<file path="config.mk">
export PLATFORM = sky130hd
export DESIGN_NAME = weight_multibank_buffer
export DESIGN_NICKNAME = d
export VERILOG_FILES = /design/src/rtl/rftpu_pkg.sv /design/src/rtl/weight_bank.sv /design/src/rtl/weight_multibank_buffer.sv
export SDC_FILE = /design/constraint.sdc
export NUM_CORES = 2
export LEC_CHECK = 0
export BUFFER_PORTS_ARGS = -buffer_cell sky130_fd_sc_hd__buf_4
export CORE_ASPECT_RATIO = 1.75
export CORE_MARGIN = 2
export CORE_UTILIZATION = 60
export CTS_BUF_LIST = sky130_fd_sc_hd__clkbuf_8
export DETAILED_ROUTE_END_ITERATION = 8
export HOLD_SLACK_MARGIN = 0.03
export PLACE_DENSITY = 0.8
export SLEW_MARGIN = 20
export SYNTH_ARGS = -nofsm -noshare
export SYNTH_HDL_FRONTEND = slang
export SYNTH_HIERARCHICAL = 1
export SYNTH_SLANG_ARGS = --single-unit
</file>
<file path="constraint.sdc">
create_clock -name clk -period 7.45 [get_ports clk]
set_input_delay 1.8625 -clock clk [delete_from_list [all_inputs] [get_ports clk]]
set_output_delay 1.8625 -clock clk [all_outputs]
set_load 0.02 [all_outputs]
</file>
<file path="src/rtl/rftpu_pkg.sv">
// Shared types and constants for the weight buffer: stream FSM states,
// legal bank-count range and ring-pointer arithmetic.
package rftpu_pkg;

    typedef enum logic {
        IDLE   = 1'b0,
        STREAM = 1'b1
    } buf_state_t;

    localparam int NUM_BANKS_MIN = 2;
    localparam int NUM_BANKS_MAX = 8;

    // Ring increment that also works for non-power-of-2 bank counts.
    function automatic int wrap_inc(input int ptr, input int n);
        return (ptr >= n - 1) ? 0 : ptr + 1;
    endfunction

endpackage

</file>
<file path="src/rtl/weight_bank.sv">
// One weight bank: ARRAY_DIM rows of storage, a per-row loaded mask and
// two combinational row read ports (stream and random read).
module weight_bank #(
    parameter int ARRAY_DIM  = 8,
    parameter int DATA_WIDTH = 8
) (
    input  logic                            clk,
    input  logic                            rst,
    input  logic                            clear,
    input  logic                            wr_en,
    input  logic [$clog2(ARRAY_DIM)-1:0]    wr_row,
    input  logic [ARRAY_DIM*DATA_WIDTH-1:0] wr_data,
    input  logic [$clog2(ARRAY_DIM)-1:0]    load_row,
    output logic [ARRAY_DIM*DATA_WIDTH-1:0] load_data,
    input  logic [$clog2(ARRAY_DIM)-1:0]    rd_row,
    output logic [ARRAY_DIM*DATA_WIDTH-1:0] rd_data,
    output logic                            all_loaded
);

    localparam int LINE_W = ARRAY_DIM * DATA_WIDTH;

    logic [LINE_W-1:0]    mem [ARRAY_DIM];
    logic [ARRAY_DIM-1:0] row_mask;

    // NOTE: row storage has no reset so it maps onto plain RAM; only the
    // mask needs a known value, and it carries all the bank's state.
    always_ff @(posedge clk) begin
        if (wr_en) begin
            mem[wr_row] <= wr_data;
        end
    end

    always_ff @(posedge clk or posedge rst) begin
        if (rst) begin
            row_mask <= '0;
        end else if (clear) begin
            row_mask <= '0;
        end else if (wr_en) begin
            row_mask[wr_row] <= 1'b1;
        end
    end

    assign all_loaded = &row_mask;
    assign load_data  = mem[load_row];
    assign rd_data    = mem[rd_row];

endmodule

</file>
<file path="src/rtl/weight_multibank_buffer.sv">
// Ring of weight banks: one filling, a FIFO of full banks and one active
// bank that is streamed row by row to the PE array on swap.
module weight_multibank_buffer
    import rftpu_pkg::*;
#(
    parameter int NUM_BANKS  = 3,
    parameter int ARRAY_DIM  = 8,
    parameter int DATA_WIDTH = 8
) (
    input  logic                              clk,
    input  logic                              rst,
    input  logic                              wr_valid,
    output logic                              wr_ready,
    input  logic [$clog2(ARRAY_DIM)-1:0]      wr_row,
    input  logic [ARRAY_DIM*DATA_WIDTH-1:0]   wr_data,
    input  logic                              swap_req,
    output logic                              swap_ack,
    output logic                              load_valid,
    output logic [$clog2(ARRAY_DIM)-1:0]      load_row,
    output logic [ARRAY_DIM*DATA_WIDTH-1:0]   load_data,
    output logic                              load_last,
    input  logic [$clog2(ARRAY_DIM)-1:0]      rd_row,
    output logic [ARRAY_DIM*DATA_WIDTH-1:0]   rd_data,
    input  logic                              flush,
    input  logic                              err_clr,
    output logic                              err_underflow,
    output logic                              active_valid,
    output logic [$clog2(NUM_BANKS+1)-1:0]    banks_full,
    output logic                              streaming
);

    localparam int ROW_W  = $clog2(ARRAY_DIM);
    localparam int PTR_W  = $clog2(NUM_BANKS);
    localparam int CNT_W  = $clog2(NUM_BANKS + 1);
    localparam int LINE_W = ARRAY_DIM * DATA_WIDTH;
    localparam logic [ROW_W-1:0] LAST_ROW = ROW_W'(ARRAY_DIM - 1);

    if (NUM_BANKS < NUM_BANKS_MIN || NUM_BANKS > NUM_BANKS_MAX) begin : g_bad_num_banks
        $error("weight_multibank_buffer: NUM_BANKS must be within 2..8");
    end

    buf_state_t        state_q, state_d;
    logic [ROW_W-1:0]  row_cnt;
    logic [PTR_W-1:0]  fill_ptr, head_ptr, act_ptr, fill_next, head_next;

    logic [LINE_W-1:0] bank_load_data [NUM_BANKS];
    logic [LINE_W-1:0] bank_rd_data   [NUM_BANKS];
    logic [NUM_BANKS-1:0] bank_all_loaded, bank_wr_en, bank_clear;

    logic fill_full, commit, wr_accept, swap_accept, underflow_evt;

    assign fill_next = PTR_W'(wrap_inc(int'(fill_ptr), NUM_BANKS));
    assign head_next = PTR_W'(wrap_inc(int'(head_ptr), NUM_BANKS));

    // A fill bank that just completed is committed this cycle; block writes
    // so the committed rows cannot be overwritten.
    assign fill_full     = bank_all_loaded[fill_ptr];
    assign commit        = fill_full && !flush;
    assign wr_ready      = !rst && !flush && !fill_full &&
                           ((int'(banks_full) + int'(active_valid)) < NUM_BANKS);
    assign wr_accept     = wr_valid && wr_ready;
    assign swap_accept   = (state_q == IDLE) && swap_req && !flush && (banks_full != '0);
    assign underflow_evt = (state_q == IDLE) && swap_req && !flush && (banks_full == '0);

    for (genvar b = 0; b < NUM_BANKS; b++) begin : g_bank
        assign bank_wr_en[b] = wr_accept && (fill_ptr == PTR_W'(b));
        assign bank_clear[b] = flush || (commit && (fill_next == PTR_W'(b)));

        weight_bank #(
            .ARRAY_DIM (ARRAY_DIM),
            .DATA_WIDTH(DATA_WIDTH)
        ) u_bank (
            .clk       (clk),
            .rst       (rst),
            .clear     (bank_clear[b]),
            .wr_en     (bank_wr_en[b]),
            .wr_row    (wr_row),
            .wr_data   (wr_data),
            .load_row  (row_cnt),
            .load_data (bank_load_data[b]),
            .rd_row    (rd_row),
            .rd_data   (bank_rd_data[b]),
            .all_loaded(bank_all_loaded[b])
        );
    end

    // Ring bookkeeping; a commit and a swap in one cycle cancel in banks_full.
    always_ff @(posedge clk or posedge rst) begin
        if (rst) begin
            fill_ptr     <= '0;
            head_ptr     <= '0;
            act_ptr      <= '0;
            banks_full   <= '0;
            active_valid <= 1'b0;
        end else if (flush) begin
            fill_ptr     <= '0;
            head_ptr     <= '0;
            act_ptr      <= '0;
            banks_full   <= '0;
            active_valid <= 1'b0;
        end else begin
            if (commit) begin
                fill_ptr <= fill_next;
            end
            if (swap_accept) begin
                act_ptr      <= head_ptr;
                head_ptr     <= head_next;
                active_valid <= 1'b1;
            end
            case ({commit, swap_accept})
                2'b10:   banks_full <= banks_full + CNT_W'(1);
                2'b01:   banks_full <= banks_full - CNT_W'(1);
                default: banks_full <= banks_full;
            endcase
        end
    end

    always_ff @(posedge clk or posedge rst) begin
        if (rst) begin
            err_underflow <= 1'b0;
            rd_data       <= '0;
        end else begin
            if (underflow_evt) begin
                err_underflow <= 1'b1;
            end else if (err_clr) begin
                err_underflow <= 1'b0;
            end
            rd_data <= active_valid ? bank_rd_data[act_ptr] : '0;
        end
    end

    always_ff @(posedge clk or posedge rst) begin
        if (rst) begin
            state_q <= IDLE;
            row_cnt <= '0;
        end else begin
            state_q <= state_d;
            row_cnt <= (state_q == STREAM && state_d == STREAM) ? row_cnt + ROW_W'(1) : '0;
        end
    end

    // NOTE: state_d gets its default before the case so no path leaves it
    // unassigned and no latch is inferred.
    always_comb begin
        state_d = state_q;
        if (flush) begin
            state_d = IDLE;
        end else begin
            case (state_q)
                IDLE:    if (swap_accept) state_d = STREAM;
                STREAM:  if (row_cnt == LAST_ROW) state_d = IDLE;
                default: state_d = IDLE;
            endcase
        end
    end

    always_comb begin
        streaming  = (state_q == STREAM);
        load_valid = streaming;
        load_row   = streaming ? row_cnt : '0;
        load_data  = streaming ? bank_load_data[act_ptr] : '0;
        load_last  = streaming && (row_cnt == LAST_ROW);
        swap_ack   = streaming && (row_cnt == '0);
    end

endmodule

</file>
# --- Yosys cells after proc, flatten, opt, wreduce, memory -nomap -nowiden ---
# Memories as Yosys holds them, arrays and structs flattened.
# Index checks and enable logic that the tools add are counted.
op_classes:
  magnitude_cmp: 7
  bitwise_logic: 5
  muxes: 44
  n_eq_ne: 7
  reduce_logical: 40
  addsub: 6
op_table:
  columns: ["operator", "count"]
  rows:
  - ["$mux W64", 6]
  - ["$bmux W64 S2", 2]
  - ["$mux W8", 6]
  - ["$or A8 B8 Y8", 3]
  - ["$reduce_and A8 Y1", 3]
  - ["$logic_and A1 B1 Y1", 19]
  - ["$mux W2", 9]
  - ["$mux W1", 15]
  - ["$reduce_bool A2 Y1", 7]
  - ["$add A2 B1 Y2 const B", 3]
  - ["$eq A2 B1 Y1 const B", 3]
  - ["$eq A2 B2 Y1 const B", 3]
  - ["$logic_not A2 Y1", 3]
  - ["$mux W3", 2]
  - ["$ge A2 B2 Y1 const B", 2]
  - ["$lt A3 B4 Y1 const B", 1]
  - ["$pmux W2 S2", 1]
  - ["$add A2 B1 Y3", 1]
  - ["$add A3 B1 Y3 const B", 1]
  - ["$demux W1 S3", 1]
  - ["$eq A3 B3 Y1 const B", 1]
  - ["$ge A3 B1 Y1 const B", 1]
  - ["$ge A3 B3 Y1 const B", 1]
  - ["$logic_not A1 Y1", 3]
  - ["other kinds (10)", 12]
word_totals:
  word_cells: 124
  in_bits: 76
  ff_bits: 102
  ramBits: 1536
  memories: 3
  output_inout_bits: 140
mem_list:
  columns: ["memory", "depth", "width", "rd", "rd_ports_with_merged_regs", "write_ports", "line_no", "rtl"]
  rows:
  - ["g_bank[0].u_bank.mem", 8, 64, 2, 0, 1, "weight_bank.sv:22", "logic [LINE_W-1:0] mem [ARRAY_DIM];"]
  - ["g_bank[1].u_bank.mem", 8, 64, 2, 0, 1, "weight_bank.sv:22", null]
  - ["g_bank[2].u_bank.mem", 8, 64, 2, 0, 1, "weight_bank.sv:22", null]

# --- Longest topological paths before layout ---
depth:
  ltp_word: 10
  mapped_depth: 8
  ltp_nobuf: 8

# --- Modules after synthesis ---
# Netlist, hierarchy kept.
by_module_without_submodules:
  columns: ["module", "seq_area_each_um2", "n_inst", "cells_each", "area_per_inst_um2"]
  rows:
  - ["weight_bank", 15574.9, 3, 1012, 23445.0]
  - ["weight_multibank_buffer", 1951.9, 1, 722, 5884.4]

# --- Worst setup path after synthesis ---
# No wires, ideal clock.
synth_timing:
  path_type: "input-to-reg"
  startpoint: "in rst"
  endpoint: "mem g_bank[0].u_bank/mem[7][0] in the netlist's numbering, enable pin"
  stages: 6
  t_arrival_ps: 7622
  n_path_buf: 0
  required_time_ps: 6962
  slack_ps: -660
  setup_time_ps: 488
  cell_sequence: "inv_1 > nand3_1 > or4b_4 > nor3_1 > nand2_1 > nor2_1"
synth_via:
  elab_chain_cells: 8
synth_lines:
  columns: ["item", "line_no", "rtl"]
  rows:
  - ["start, declared", "weight_multibank_buffer.sv:11", "input logic rst,"]
  - ["$logic_not A1 Y1 (no line)", null, null]
  - ["$logic_and A1 B1 Y1 (3 in a row)", "weight_multibank_buffer.sv:59", "assign wr_ready = !rst && !flush && !fill_full &&"]
  - ["$logic_and A1 B1 Y1", "weight_multibank_buffer.sv:61", "assign wr_accept = wr_valid && wr_ready;"]
  - ["$logic_and A1 B1 Y1", "weight_multibank_buffer.sv:66", "assign bank_wr_en[b] = wr_accept && (fill_ptr == PTR_W'(b));"]
  - ["named net bank_wr_en[0]", "weight_multibank_buffer.sv:48", "logic [NUM_BANKS-1:0] bank_all_loaded, bank_wr_en, bank_clear;"]
  - ["$mux W1", "weight_bank.sv:28", "if (wr_en) begin"]
  - ["$mux W1 (implied by the code)", "weight_bank.sv:29", "mem[wr_row] <= wr_data;"]
  - ["end, declared", "weight_bank.sv:22", null]
# The timed path passes the listed nets, and every way through them passes these cells.

==> flow_metrics.env <==
export IMPL_synth_compound_area_share_pct=1.09
export IMPL_required_ns=5.59
export IMPL_post_cts_buffers=0
export IMPL_dp_hpwl_um=112000
export IMPL_pin_count=216
export IMPL_multiInputGateArea_um2=25700
export IMPL_pwr_share_comb_pct=4.3
export IMPL_hp_class="flip-flop to flip-flop"
export IMPL_crit_chain="buf_4 > mux4_2 > mux2_2 > mux2i_1 > o21ai_0 > and2_1 > buf_4"
export IMPL_cp_slowest_stage_delay_ns=0.95
export IMPL_drive_above_1_share_pct=43.0
export IMPL_p_sw_mw=3.85
export IMPL_fin_crit_ns=6.03
export IMPL_die_h_um=475
export IMPL_core_um2=127000
export IMPL_endpoint_kind="output port"
export IMPL_path_delay_family="multiplexers"
export IMPL_swShare_pct=21.9
export IMPL_avgRoutedWirePerCell_um=32.4
export IMPL_finalNonFillerCells=5877
export IMPL_placed_cell_area_um2=79500
export IMPL_grt_use_total_pct=30.0
export IMPL_whs_path_depth=2
export IMPL_outcome="completed"
export IMPL_grt_pass1_vias=43400
export IMPL_synthFlopType="edfxtp_1"
export IMPL_grt_max_degree=90
export IMPL_avgViaCountPerCell=6.87
export IMPL_first_pass_iters=6
export IMPL_path_class="flip-flop to output port"
export IMPL_critPathMaxFanout=36
export IMPL_crit_top_cell="buf_4"
export IMPL_place_gp_congestion=0.786
export IMPL_grt_pass1_wl_um=280000
export IMPL_whs_ns=0.516
export IMPL_cts_resized=0
export IMPL_fin_util_pct=66.2
export IMPL_area_growth_pct=10.0
export IMPL_leakagePower_nw=26.5
export IMPL_fin_crit_sh_pct=81.0
export IMPL_p_per_area_nw_per_um2=209
export IMPL_drv_cap=0
export IMPL_cts_hold_buf=0
export IMPL_yosysSeqAreaShare_pct=63.9
export IMPL_cp_start_kind="flip-flop"
export IMPL_yosysWarnings=6
export IMPL_final_setup_tns_ns=0
export IMPL_arrival_ns=4.17
export IMPL_antenna_found_initial=15
export IMPL_num_vias=40400
export IMPL_cts_max_level=4
export IMPL_avgSynthCellArea_um2=20.3
export IMPL_num_fill_cells=8044
export IMPL_holdPathEnd="act_ptr[0]"
export IMPL_syn_area_um2=76200
export IMPL_synth_area_mux_share_pct=30.1
export IMPL_reg2reg_depth=9
export IMPL_num_rows=173
export IMPL_synth_simple_area_share_pct=2.40
export IMPL_syn_num_nets=3839
export IMPL_drtIter0Drc=4342
export IMPL_finalWirelength_um=190000
export IMPL_synth_xor_area_share_pct=0.0295
export IMPL_synth_edf_count=1536
export IMPL_cts_path_max_buffers=3
export IMPL_reg2reg_slack_ns=2.57
export IMPL_worst_pin_slew_ns=1.06
export IMPL_final_hold_violation_count=0
export IMPL_grt_overflow=0
export IMPL_hp_start="head_ptr[0]"
export IMPL_synth_top_family_by_area="multiplexers"
export IMPL_power_frac_seq_pct=57.5
export IMPL_die_w_um=273
export IMPL_dp_cells=5463
export IMPL_clk_pin_slew_ns=0.07
export IMPL_ff_latch_area_um2=48700
export IMPL_drc_errors=0
export IMPL_irDropWorstVdd_mv=0.153
export IMPL_dieArea_um2=130000
export IMPL_r2r_end="g_bank[2].u_bank/mem[0][28]"
export IMPL_synth_distinct_cells=42
export IMPL_crit_slowest_cell="dfrtp_4"
export IMPL_async_flop_share_pct=6.23
export IMPL_ys_ff_latch=1638
export IMPL_synth_adder_area_share_pct=0.0821
export IMPL_drtAntennaViolNets=0
export IMPL_finalPower_mw=17.5
export IMPL_dp_slack_ns=1.68
export IMPL_max_freq_mhz=166
export IMPL_skew_ns=0.0593
export IMPL_power_share_clock_pct=38.2
export IMPL_cts_sinks=1638
export IMPL_io_buffers=215
export IMPL_synth_cells=3758
export IMPL_p_int_mw=13.7
export IMPL_cts_made_buffers=218
export IMPL_start_util_pct=60.2
export IMPL_r2r_start="active_valid"
export IMPL_finalWorstSetupSlack_ns=1.42
export IMPL_finalSetupViolCount=0
export IMPL_tritoncts="yes"
export IMPL_rsz0062_at_grt="false"
export IMPL_final_max_slew_viol_count=0
export IMPL_layout_nets=4102
export IMPL_clk_root_buffer_cell="clkbuf_8"
export IMPL_maxSlewHeadroom_pct=29.2
export IMPL_clk_latency_ns=0.97
export IMPL_critical_path_buf_inv_count=2
export IMPL_design_area_um2=83800
==> flip-flops by register name (all words and copies together) (netlist names) <==
register	count
act_ptr	2
active_valid	1
banks_full	2
err_underflow	1
fill_ptr	2
g_bank.u_bank/mem	1536
g_bank.u_bank/row_mask	24
head_ptr	2
load_valid	1
rd_data	64
row_cnt	3
==> power groups by stage <==
stage	Sequential (mW)	Clock, mW	Combinational, mW
2_1_floorplan	10.3	0	0.464
6_report	10.1	6.71	0.758
3_5_place_dp	10.3	0	0.757
3_3_place_gp	10.3	0	0.745
4_1_cts	10.1	6.79	0.758
5_1_grt	10.1	7.14	0.804
==> cells in the final DEF, fill, tap and decap left out, types with 2 or more instances in the layout <==
master      synthesis  final
clkbuf_8            0    236
dfrtp_4             0      7
diode_2             0      7
inv_4               0     22
o21ai_0           130    130
clkinvlp_4          0      3
inv_6               0      4
nor3_1              4      4
inv_8               0      4
and2_1            134    134
mux2_2            385    385
mux4_2            768    768
mux2i_1           130    130
nand2_1           146    146
clkinv_2            0     37
buf_4              19    286
nand4_1             6      6
clkinv_1            0     50
inv_1              50     87
dfrtp_1           102     95
buf_12              0     28
nand3_1             3      3
edfxtp_1         1536   1536
or4b_2              3      3
nand4bb_1           9      9
inv_12              0      2
clkinv_8            0      2
nand4b_1            9      9
bufinv_16           0     10
ha_1                5      5
buf_8               0      3
nor2_1             17     14
nand2b_1            2      2
nor2_4              0      3
a41oi_1             3      3
a21oi_1            24     24
==> worst min-delay path: cells and delay by family, from the launching register on <==
family	cells	cell delay, ns
flip-flops	1	0.37
AND/OR/NAND/NOR	2	0.11
==> worst max path at each step <==
stage / startpoint / endpoint / slack [ns] / cells after the start
final: row_cnt[2] / load_data[3] / 1.42 / 7
after global routing: row_cnt[0] / load_data[62] / 1.15 / 8
after global placement: rst / g_bank[2].u_bank/mem[0][30] / 1.75 / 8
after floorplan: rst / g_bank[0].u_bank/mem[0][0] / 0.31 / 6
after detailed placement: rst / g_bank[2].u_bank/mem[0][28] / 1.68 / 8
after CTS: row_cnt[0] / load_data[62] / 1.25 / 8
==> cell families after synthesis <==
logic type	after synthesis
xor gates and xnor gates	1
buffers and inverters	325
and+or+nand+nor	343
adders and majority gates	5
AOI/OAI and AO/OA	161
muxes	1285
DFF	1638
==> synthesized netlist by cell type (all sizes together) (5+ instances only) <==
library cell	n	area, um^2
a21oi	24	120
and2	134	838
buf	184	1310
clkbuf	90	338
dfrtp	102	2550
edfxtp	1536	46100
ha	5	62.6
inv	51	191
mux2	386	4350
mux2i	131	1320
mux4	768	17300
nand2	146	548
nand4	6	37.5
nand4b	9	78.8
nand4bb	9	101
nor2	18	70.1
o21ai	130	651
==> layout make-up <==
type / count / area share (%)
sequential: 1638 / 58.1
inverter: 51 / 0.294
tap: 1662 / 2.48
antenna: 7 / 0.0209
timing repair buffer: 317 / 3.28
clock inverter: 171 / 1.27
clock buffer: 236 / 3.87
multi-input combinational: 1795 / 30.7
==> routing by layer <==
| metal | GRT usage (%) | vias up | share of wire (%) |
|---|---|---|---|
| met1 | 37.8 | 21400 | 35 |
| met5 | 0 | - | 0.038 |
| met3 | 5.21 | 399 | 8.4 |
| li1 | - | 16400 | - |
| met4 | 11.5 | 12 | 3.5 |
| met2 | 52.3 | 2137 | 53 |
No activity file was read; power rests on OpenSTA's default activity.
